**src/rtl/seg7_scan_driver.sv**
```systemverilog
// Multiplexed 4-digit common-anode seven-segment driver with per-slot dead time,
// per-frame digit snapshot, minus-sign rendering and optional leading-zero blanking.
module seg7_scan_driver #(
    parameter int unsigned REFRESH_DIV = 50000,
    parameter int unsigned DEAD_CYC    = 500,
    parameter bit          LZ_BLANK    = 1'b1
) (
    input  logic       clk,
    input  logic       clr,
    input  logic       en,
    input  logic [3:0] ones,
    input  logic [3:0] tens,
    input  logic [3:0] hundreds,
    input  logic [3:0] thousands,
    output logic [3:0] an,
    output logic [6:0] seg,
    output logic       dp,
    output logic       frame_tick
);

    localparam int unsigned CW = (REFRESH_DIV > 2) ? $clog2(REFRESH_DIV) : 1;
    localparam logic [CW-1:0] DEAD_LAST    = CW'(DEAD_CYC - 1);
    localparam logic [CW-1:0] REFRESH_LAST = CW'(REFRESH_DIV - 1);

    typedef enum logic [1:0] {
        StIdle,
        StSnap,
        StBlank,
        StDrive
    } state_e;

    state_e               state_q, state_d;
    logic [CW-1:0]        cnt_q, cnt_d;
    logic [1:0]           idx_q, idx_d;
    logic [3:0][3:0]      snap_q, snap_d;
    logic                 tick_q, tick_d;
    logic [3:0]           an_q, an_d;
    logic [6:0]           seg_q, seg_d;
    logic [3:0]           lz_blank;

    function automatic logic [6:0] decode(input logic [3:0] code);
        logic [6:0] s;
        case (code)
            4'h0:    s = 7'h40;
            4'h1:    s = 7'h79;
            4'h2:    s = 7'h24;
            4'h3:    s = 7'h30;
            4'h4:    s = 7'h19;
            4'h5:    s = 7'h12;
            4'h6:    s = 7'h02;
            4'h7:    s = 7'h78;
            4'h8:    s = 7'h00;
            4'h9:    s = 7'h10;
            4'hF:    s = 7'h3F;
            default: s = 7'h7F;
        endcase
        return s;
    endfunction

    // A minus sign in thousands is non-zero, so it naturally keeps lower zeros lit.
    always_comb begin
        lz_blank    = 4'b0000;
        lz_blank[3] = LZ_BLANK && (snap_q[3] == 4'h0);
        lz_blank[2] = lz_blank[3] && (snap_q[2] == 4'h0);
        lz_blank[1] = lz_blank[2] && (snap_q[1] == 4'h0);
    end

    always_comb begin
        state_d = state_q;
        cnt_d   = cnt_q;
        idx_d   = idx_q;
        snap_d  = snap_q;
        tick_d  = 1'b0;

        case (state_q)
            StIdle: begin
                cnt_d = '0;
                idx_d = 2'd0;
                if (en) begin
                    state_d = StSnap;
                end
            end
            StSnap: begin
                snap_d  = {thousands, hundreds, tens, ones};
                tick_d  = 1'b1;
                cnt_d   = '0;
                idx_d   = 2'd0;
                state_d = StBlank;
            end
            StBlank: begin
                cnt_d = cnt_q + CW'(1);
                if (cnt_q == DEAD_LAST) begin
                    state_d = StDrive;
                end
            end
            StDrive: begin
                if (cnt_q == REFRESH_LAST) begin
                    cnt_d = '0;
                    if (idx_q == 2'd3) begin
                        state_d = StSnap;
                    end else begin
                        idx_d   = idx_q + 2'd1;
                        state_d = StBlank;
                    end
                end else begin
                    cnt_d = cnt_q + CW'(1);
                end
            end
            default: begin
                state_d = StIdle;
                cnt_d   = '0;
                idx_d   = 2'd0;
            end
        endcase

        // Disable always wins and discards any frame in progress.
        if (!en && (state_q != StIdle)) begin
            state_d = StIdle;
            cnt_d   = '0;
            idx_d   = 2'd0;
            snap_d  = snap_q;
            tick_d  = 1'b0;
        end
    end

    always_comb begin
        an_d  = 4'hF;
        seg_d = 7'h7F;
        if (state_q == StDrive) begin
            an_d[idx_q] = 1'b0;
            seg_d       = lz_blank[idx_q] ? 7'h7F : decode(snap_q[idx_q]);
        end
    end

    always_ff @(posedge clk) begin
        if (clr) begin
            state_q <= StIdle;
            cnt_q   <= '0;
            idx_q   <= 2'd0;
            snap_q  <= '0;
            tick_q  <= 1'b0;
            an_q    <= 4'hF;
            seg_q   <= 7'h7F;
        end else begin
            state_q <= state_d;
            cnt_q   <= cnt_d;
            idx_q   <= idx_d;
            snap_q  <= snap_d;
            tick_q  <= tick_d;
            an_q    <= an_d;
            seg_q   <= seg_d;
        end
    end

    assign an         = an_q;
    assign seg        = seg_q;
    assign dp         = 1'b1;
    assign frame_tick = tick_q;

endmodule

```
**config.mk**
```make
export PLATFORM = sky130hd
export DESIGN_NAME = seg7_scan_driver
export DESIGN_NICKNAME = d
export VERILOG_FILES = /design/src/rtl/seg7_scan_driver.sv
export SDC_FILE = /design/constraint.sdc
export NUM_CORES = 1
export LEC_CHECK = 0
export ABC_AREA = 1
export CORE_MARGIN = 4
export CORE_UTILIZATION = 29
export DETAILED_ROUTE_END_ITERATION = 12
export PLACE_DENSITY = 0.55
export SKIP_CTS_REPAIR_TIMING = 1
export SLEW_MARGIN = 20
export SYNTH_ARGS = -nofsm -noshare
export SYNTH_HDL_FRONTEND = slang
export SYNTH_SLANG_ARGS = --single-unit
```
**constraint.sdc**
```tcl
create_clock -name clk -period 1.78 [get_ports clk]
set_input_delay 0.445 -clock clk [delete_from_list [all_inputs] [get_ports clk]]
set_output_delay 0.445 -clock clk [all_outputs]
set_load 0.01 [all_outputs]
```
=== Yosys cells after proc, flatten, opt, wreduce, memory -nomap -nowiden ===
Memories as Yosys holds them, arrays and structs flattened. A register that Yosys moved wholly into a read port is not among the register bits.
Index checks and enable logic that the tools add are counted.
W data, S select, Z words.

* Output and inout bits: 13
* Logic and storage cells: 62
* Memories kept: 1
* Bits in read-only memories: 112
* Register bits after elaboration: 41
* Bits of input ports: 19

* Equal/unequal tests: 10
* Mux-type cells: 17
* Reductions and logical operators: 18
* Order comparisons: 2
* Bitwise logic cells: 3
* Add/sub/neg operators: 2

{| class="wikitable"
|+ Memories
! memory !! depth !! bits a word !! rd ports !! clocked after Yosys merged registers in !! wr ports !! line !! text
|-
| (name not given) || 16 || 7 || 1 || 1 || 0 || 43 || <nowiki>case (code)</nowiki>
|}

{| class="wikitable"
|+ Operator list
! operator !! count
|-
| $pmux W16 S3 || 1
|-
| $add A16 B1 Y16 const B || 1
|-
| $eq A16 B16 Y1 const B || 1
|-
| $eq A16 B9 Y1 const B || 1
|-
| $mux W16 || 1
|-
| $logic_not A4 Y1 || 3
|-
| $mux W2 || 6
|-
| $bmux W4 S2 || 1
|-
| $ne A2 B2 Y1 const B || 4
|-
| $pmux W2 S4 || 1
|-
| $eq A2 B2 Y1 const B || 3
|-
| $reduce_and A3 Y1 || 2
|-
| $reduce_or A2 Y1 || 3
|-
| $logic_and A1 B1 Y1 || 4
|-
| $mux W4 || 1
|-
| $not A4 Y4 || 1
|-
| $pmux W2 S2 || 1
|-
| $reduce_bool A2 Y1 || 2
|-
| $lt A2 B3 Y1 const B || 1
|-
| $mux W1 || 3
|-
| $reduce_or A3 Y1 || 1
|-
| $add A2 B1 Y2 const B || 1
|-
| $bmux W1 S2 || 1
|-
| $demux W1 S2 || 1
|-
| 6 further kinds || 7
|}

=== Logic depth before layout (Yosys ltp) ===
* Depth after elaboration: 6
* Mapped depth: 11

=== Worst setup path after synthesis ===
OpenSTA, ideal clock, no wires.

* Path kind: register to register
* Start: register idx_q[0]
* End: register seg_q[6], in the netlist seg[6]
* Required time: 1,654 ps
* Path slack: 205 ps
* Cell stages (with the launch flop): 11
* Period minus slack after synthesis: 1,575 ps
* Library setup time: 126 ps
* Arrival time: 1,449 ps
* Cell sequence: dfxtp_1 buf_4 a21oi_1 o21ai_0 nand2_1 inv_1 ha_1 o21ai_0 inv_1 o21ai_0 nand3_1

* Longest elaborated chain between the ends: 3
* Elaborated cells on any way between the ends: 5
* Classes of those cells: mux (4); reduce/logical (1)

{| class="wikitable"
|+ RTL lines
! element !! line !! text
|-
| start: declaration || 34 || <nowiki>logic [1:0] idx_q, idx_d;</nowiki>
|-
| start signal: assignment || 147 || <nowiki>idx_q <= idx_d;</nowiki>
|-
| $bmux W1 S2 || 131 || <nowiki>seg_d = lz_blank[idx_q] ? 7'h7F : decode(snap_q[idx_q]);</nowiki>
|-
| $mux W1 (implied by the code) || 131 ||
|-
| $reduce_or A3 Y1 (no line) || -- ||
|-
| end: declaration || 38 || <nowiki>logic [6:0] seg_q, seg_d;</nowiki>
|}

Several ways; a longest one is shown, not always the timed one. The select of a mux whose other input is x is not followed.
A chain may end at the register's enable or synchronous reset.

=== Worst setup path after layout ===
Ends and elaborated chain as after synthesis.

==> metrics.sh <==
STATUS='complete, no violations'
FIRST_PASS_ITERS=4
FIRST_ITER_VIOLATIONS=90
VIA_COUNT_OF_THE_FIRST_GLOBAL_ROUTING_PASS=1897
FINAL_LAYOUT_NET_COUNT=404
MAXCAPVIOLCOUNT=0
WORST_R2R_STARTPOINT='idx_q[0]'
TIMING.CRITICAL_PATH.TO_TYPE='flip-flop'
CTS-BUFFERS-INSERTED=5
CRIT_FANOUT=6
HOLD_END='snap_q[5]'
CRIT_REQUIRED_NS=1.96
SYNTH_CELL_TYPES=28
FMAX_MHz=620.8
CORE_REGION_AREA_UM2=7888
SYNTH_WARNINGS=0
REMAINING_DRC_ERRORS=0
WORST_HOLD_SLACK_NS=0.4528
WORST_R2R_ENDPOINT='seg[6]'
PLACEMENTROWS=32
HOLD_CLASS='flip-flop to flip-flop'
PORT_BUFFERS=30
FINALMAXSLEWVIOLATIONS=0
FINAL_MIN_PERIOD_OVER_CLOCK_PERIOD_PCT=90.50
CLOCK-SINKS=48
TOTAL_POWER_uW=3118
ANTENNA_FOUND_INITIAL=0
SYNTH.TOP_CELLS.BY_COUNT='nand2_1, dfxtp_1, inv_1, nor2_1, o21ai_0'
YOSYSMOSTFREQUENTCELL='nand2_1'
ROUTED-VIA-COUNT=2082
DIEWIDTH_UM=98.83
LIBRARY_CELL_WITH_THE_LARGEST_SUMMED_AREA_AFTER_SYNTHESIS='dfxtp_1'
SYNTH.TOP_CELL.AREA_SHARE_PCT=40.17
FLOORPLAN.INITIALDENSITY_PCT=30.33
GRT_START_MAX_NET_PINS=34
AVGVIACOUNTPERCELL=4.374
ANTENNA_CELLS_INSERTED=0
DETAILEDPLACEMENTHPWL_UM=3838
FINAL_ANTENNA_NET_COUNT=0
CRITICAL_PATH_CLASS='flip-flop to flip-flop'
GRT_SETUP_UNREPAIRED='no'
POWER_LEAKAGE_uW=0.001165
YS_ASYNC_SR_FRACTION_PCT=0
CRITPATHARRIVALTIME_NS=1.79
WL_UM=4884
GRT_OVERFLOW=0
WORST_SETUP_PATH_START_KIND='flip-flop'
CLOCKBUFFERDEPTH=2
ALL_LAYER_GLOBAL_ROUTING_USAGE_PCT=10.10
ROOT_BUFFER_SELECTED_BY_CTS='clkbuf_8'
YOSYSSEQAREASHARE_PCT=40.17
CLOCK-SKEW-FINAL_NS=0.003686
SYNTH-EDFF-COUNT=0
BOUNDARYPINS=32
WORSTSKEWPAIRLATENCY_NS=0.29
MAPPEDNETLISTNETS=362
CLK_TRANSITION_REPORTED_PATHS_NS=0.09
FINALCRITICALPERIOD_NS=1.611
YS_FF_LATCH=48
CLOCK_TREE.HTREE_LEVEL_COUNT=2
DIE_Y_UM=98.83
SYNTHESIZED_INSTANCE_COUNT=332
YS_TOP_CELLS_BY_AREA='dfxtp_1, nand2_1, inv_1'
TOTALNEGATIVESETUPSLACK_NS=0
ROUTEDWLPERCELL_UM=10.26
POST_ROUTE_CELLS_DRIVE_ABOVE_1_SHARE_PCT=12.30
CTS_TREE='yes'
WORST_HOLD_STARTPOINT='snap_q[5]'
SYN-MEAN-INSTANCE-AREA_UM2=7.206
GRT_FIRST_PASS_WIRELENGTH_UM=8321
INSTANCE_COUNT_ALONG_THE_MOST_CRITICAL_HOLD_PATH=2
GP_CONGESTION=0.8545
FINALHOLDVIOLATIONS=0
WORST-R2R-SETUP-SLACK_NS=0.17
REPORT.FINAL.SETUP_VIOL=0
SYNTHESIS.AREA_UM2=2392
WORST_IR_DROP_VDD_V=0.0004205
DIEAREA_UM2=9766
LAYOUT.CORE_UTILIZATION_PCT=37.63
LAYOUT.FILLER_CELLS=834
YS.FLOP_TYPE='dfxtp_1'
POWER-PER-CELL-AREA_nW_PER_UM2=1051
LAYOUT-AREA-OVERHEAD-VS-SYNTH_PCT=24.06
WORST-R2R-CELL-COUNT=10
==> report_power, final <==
group | total, uW | leakage [uW] | internal [uW] | switching (uW)
Sequential | 1300 | 0.000389 | 1210 | 87.0
Combinational | 1200 | 0.000735 | 471 | 728
Clock | 623 | 0.0000400 | 267 | 356
Total | 3120 | 0.00116 | 1950 | 1170
==> worst max-delay path, cell delays in order, from the launching register on <==
cell,delay [ns]
dfxtp_1,0.34
buf_4,0.16
a21oi_1,0.12
o21ai_0,0.11
nand2_1,0.13
inv_1,0.09
ha_1,0.17
o21ai_0,0.15
inv_1,0.07
o21ai_0,0.07
nand3_1,0.09
==> state kept, by name (all words and copies together) (netlist names) <==
name	cells
state_q	2
cnt_q	16
snap_q	16
an	4
seg	7
frame_tick	1
idx_q	2
==> layer usage <==
layer / vias to the layer above / track usage [%] / wire length [um]
met5: - / 0 / 0
met4: 0 / 3.466 / 64
met3: 4 / 2.123 / 193
met2: 34 / 15.29 / 2003
met1: 899 / 14.22 / 2622
li1: 1145 / - / -
==> cells in the final DEF (no fill, tap or decap), drive strengths merged <==
master / count
nand2: 70
dfxtp: 48
inv: 48
nor2: 48
o21ai: 34
clkdlybuf4s50: 30
nand3: 27
a21oi: 25
ha: 11
buf: 11
clkbuf: 5
nand4: 4
o211ai: 3
a31oi: 2
xor2: 2
a21boi: 1
nor3: 1
xnor2: 1
conb: 1
clkinvlp: 1
clkinv: 1
==> cell type report <==
class / instances / area [um^2] / share of cell area [%]
sequential: 48 / 960.9 / 32.38
multi-input combinational: 230 / 1222 / 41.19
timing repair buffer: 41 / 395.4 / 13.32
tap: 102 / 127.6 / 4.300
clock inverter: 2 / 12.51 / 0.4216
clock buffer: 5 / 68.82 / 2.319
inverter: 48 / 180.2 / 6.071
==> logic make-up after synthesis <==
group,synth area share (%)
and+or+nand+nor,28.77
AOI/OAI and AO/OA,15.22
buffers and inverters,8.838
DFF,40.17
adders and majority gates,5.753
xor gates and xnor gates,1.099
other,0.1568
==> stage by stage <==
stage          setup WS [ns]  cell area, um^2  instances
6_report              0.1691             2968        476
5_1_grt             0.001229             2968        476
4_1_cts               0.1109             2965        476
3_5_place_dp         0.01162             2884        469
3_3_place_gp         0.07494             2884        469
2_1_floorplan         0.2049             2392        332
==> worst max path at each step <==
stage                end     start  depth (start not counted)  slack [ns]
2_1_floorplan     seg[6]  idx_q[0]                         10        0.20
3_3_place_gp      seg[4]       clr                          4        0.07
3_5_place_dp   cnt_q[14]       clr                          6        0.01
4_1_cts           seg[3]  idx_q[0]                          9        0.11
5_1_grt           seg[6]  idx_q[1]                         10       0.001
6_report          seg[6]  idx_q[0]                         10        0.17
Power figures use the tool's default switching activity.
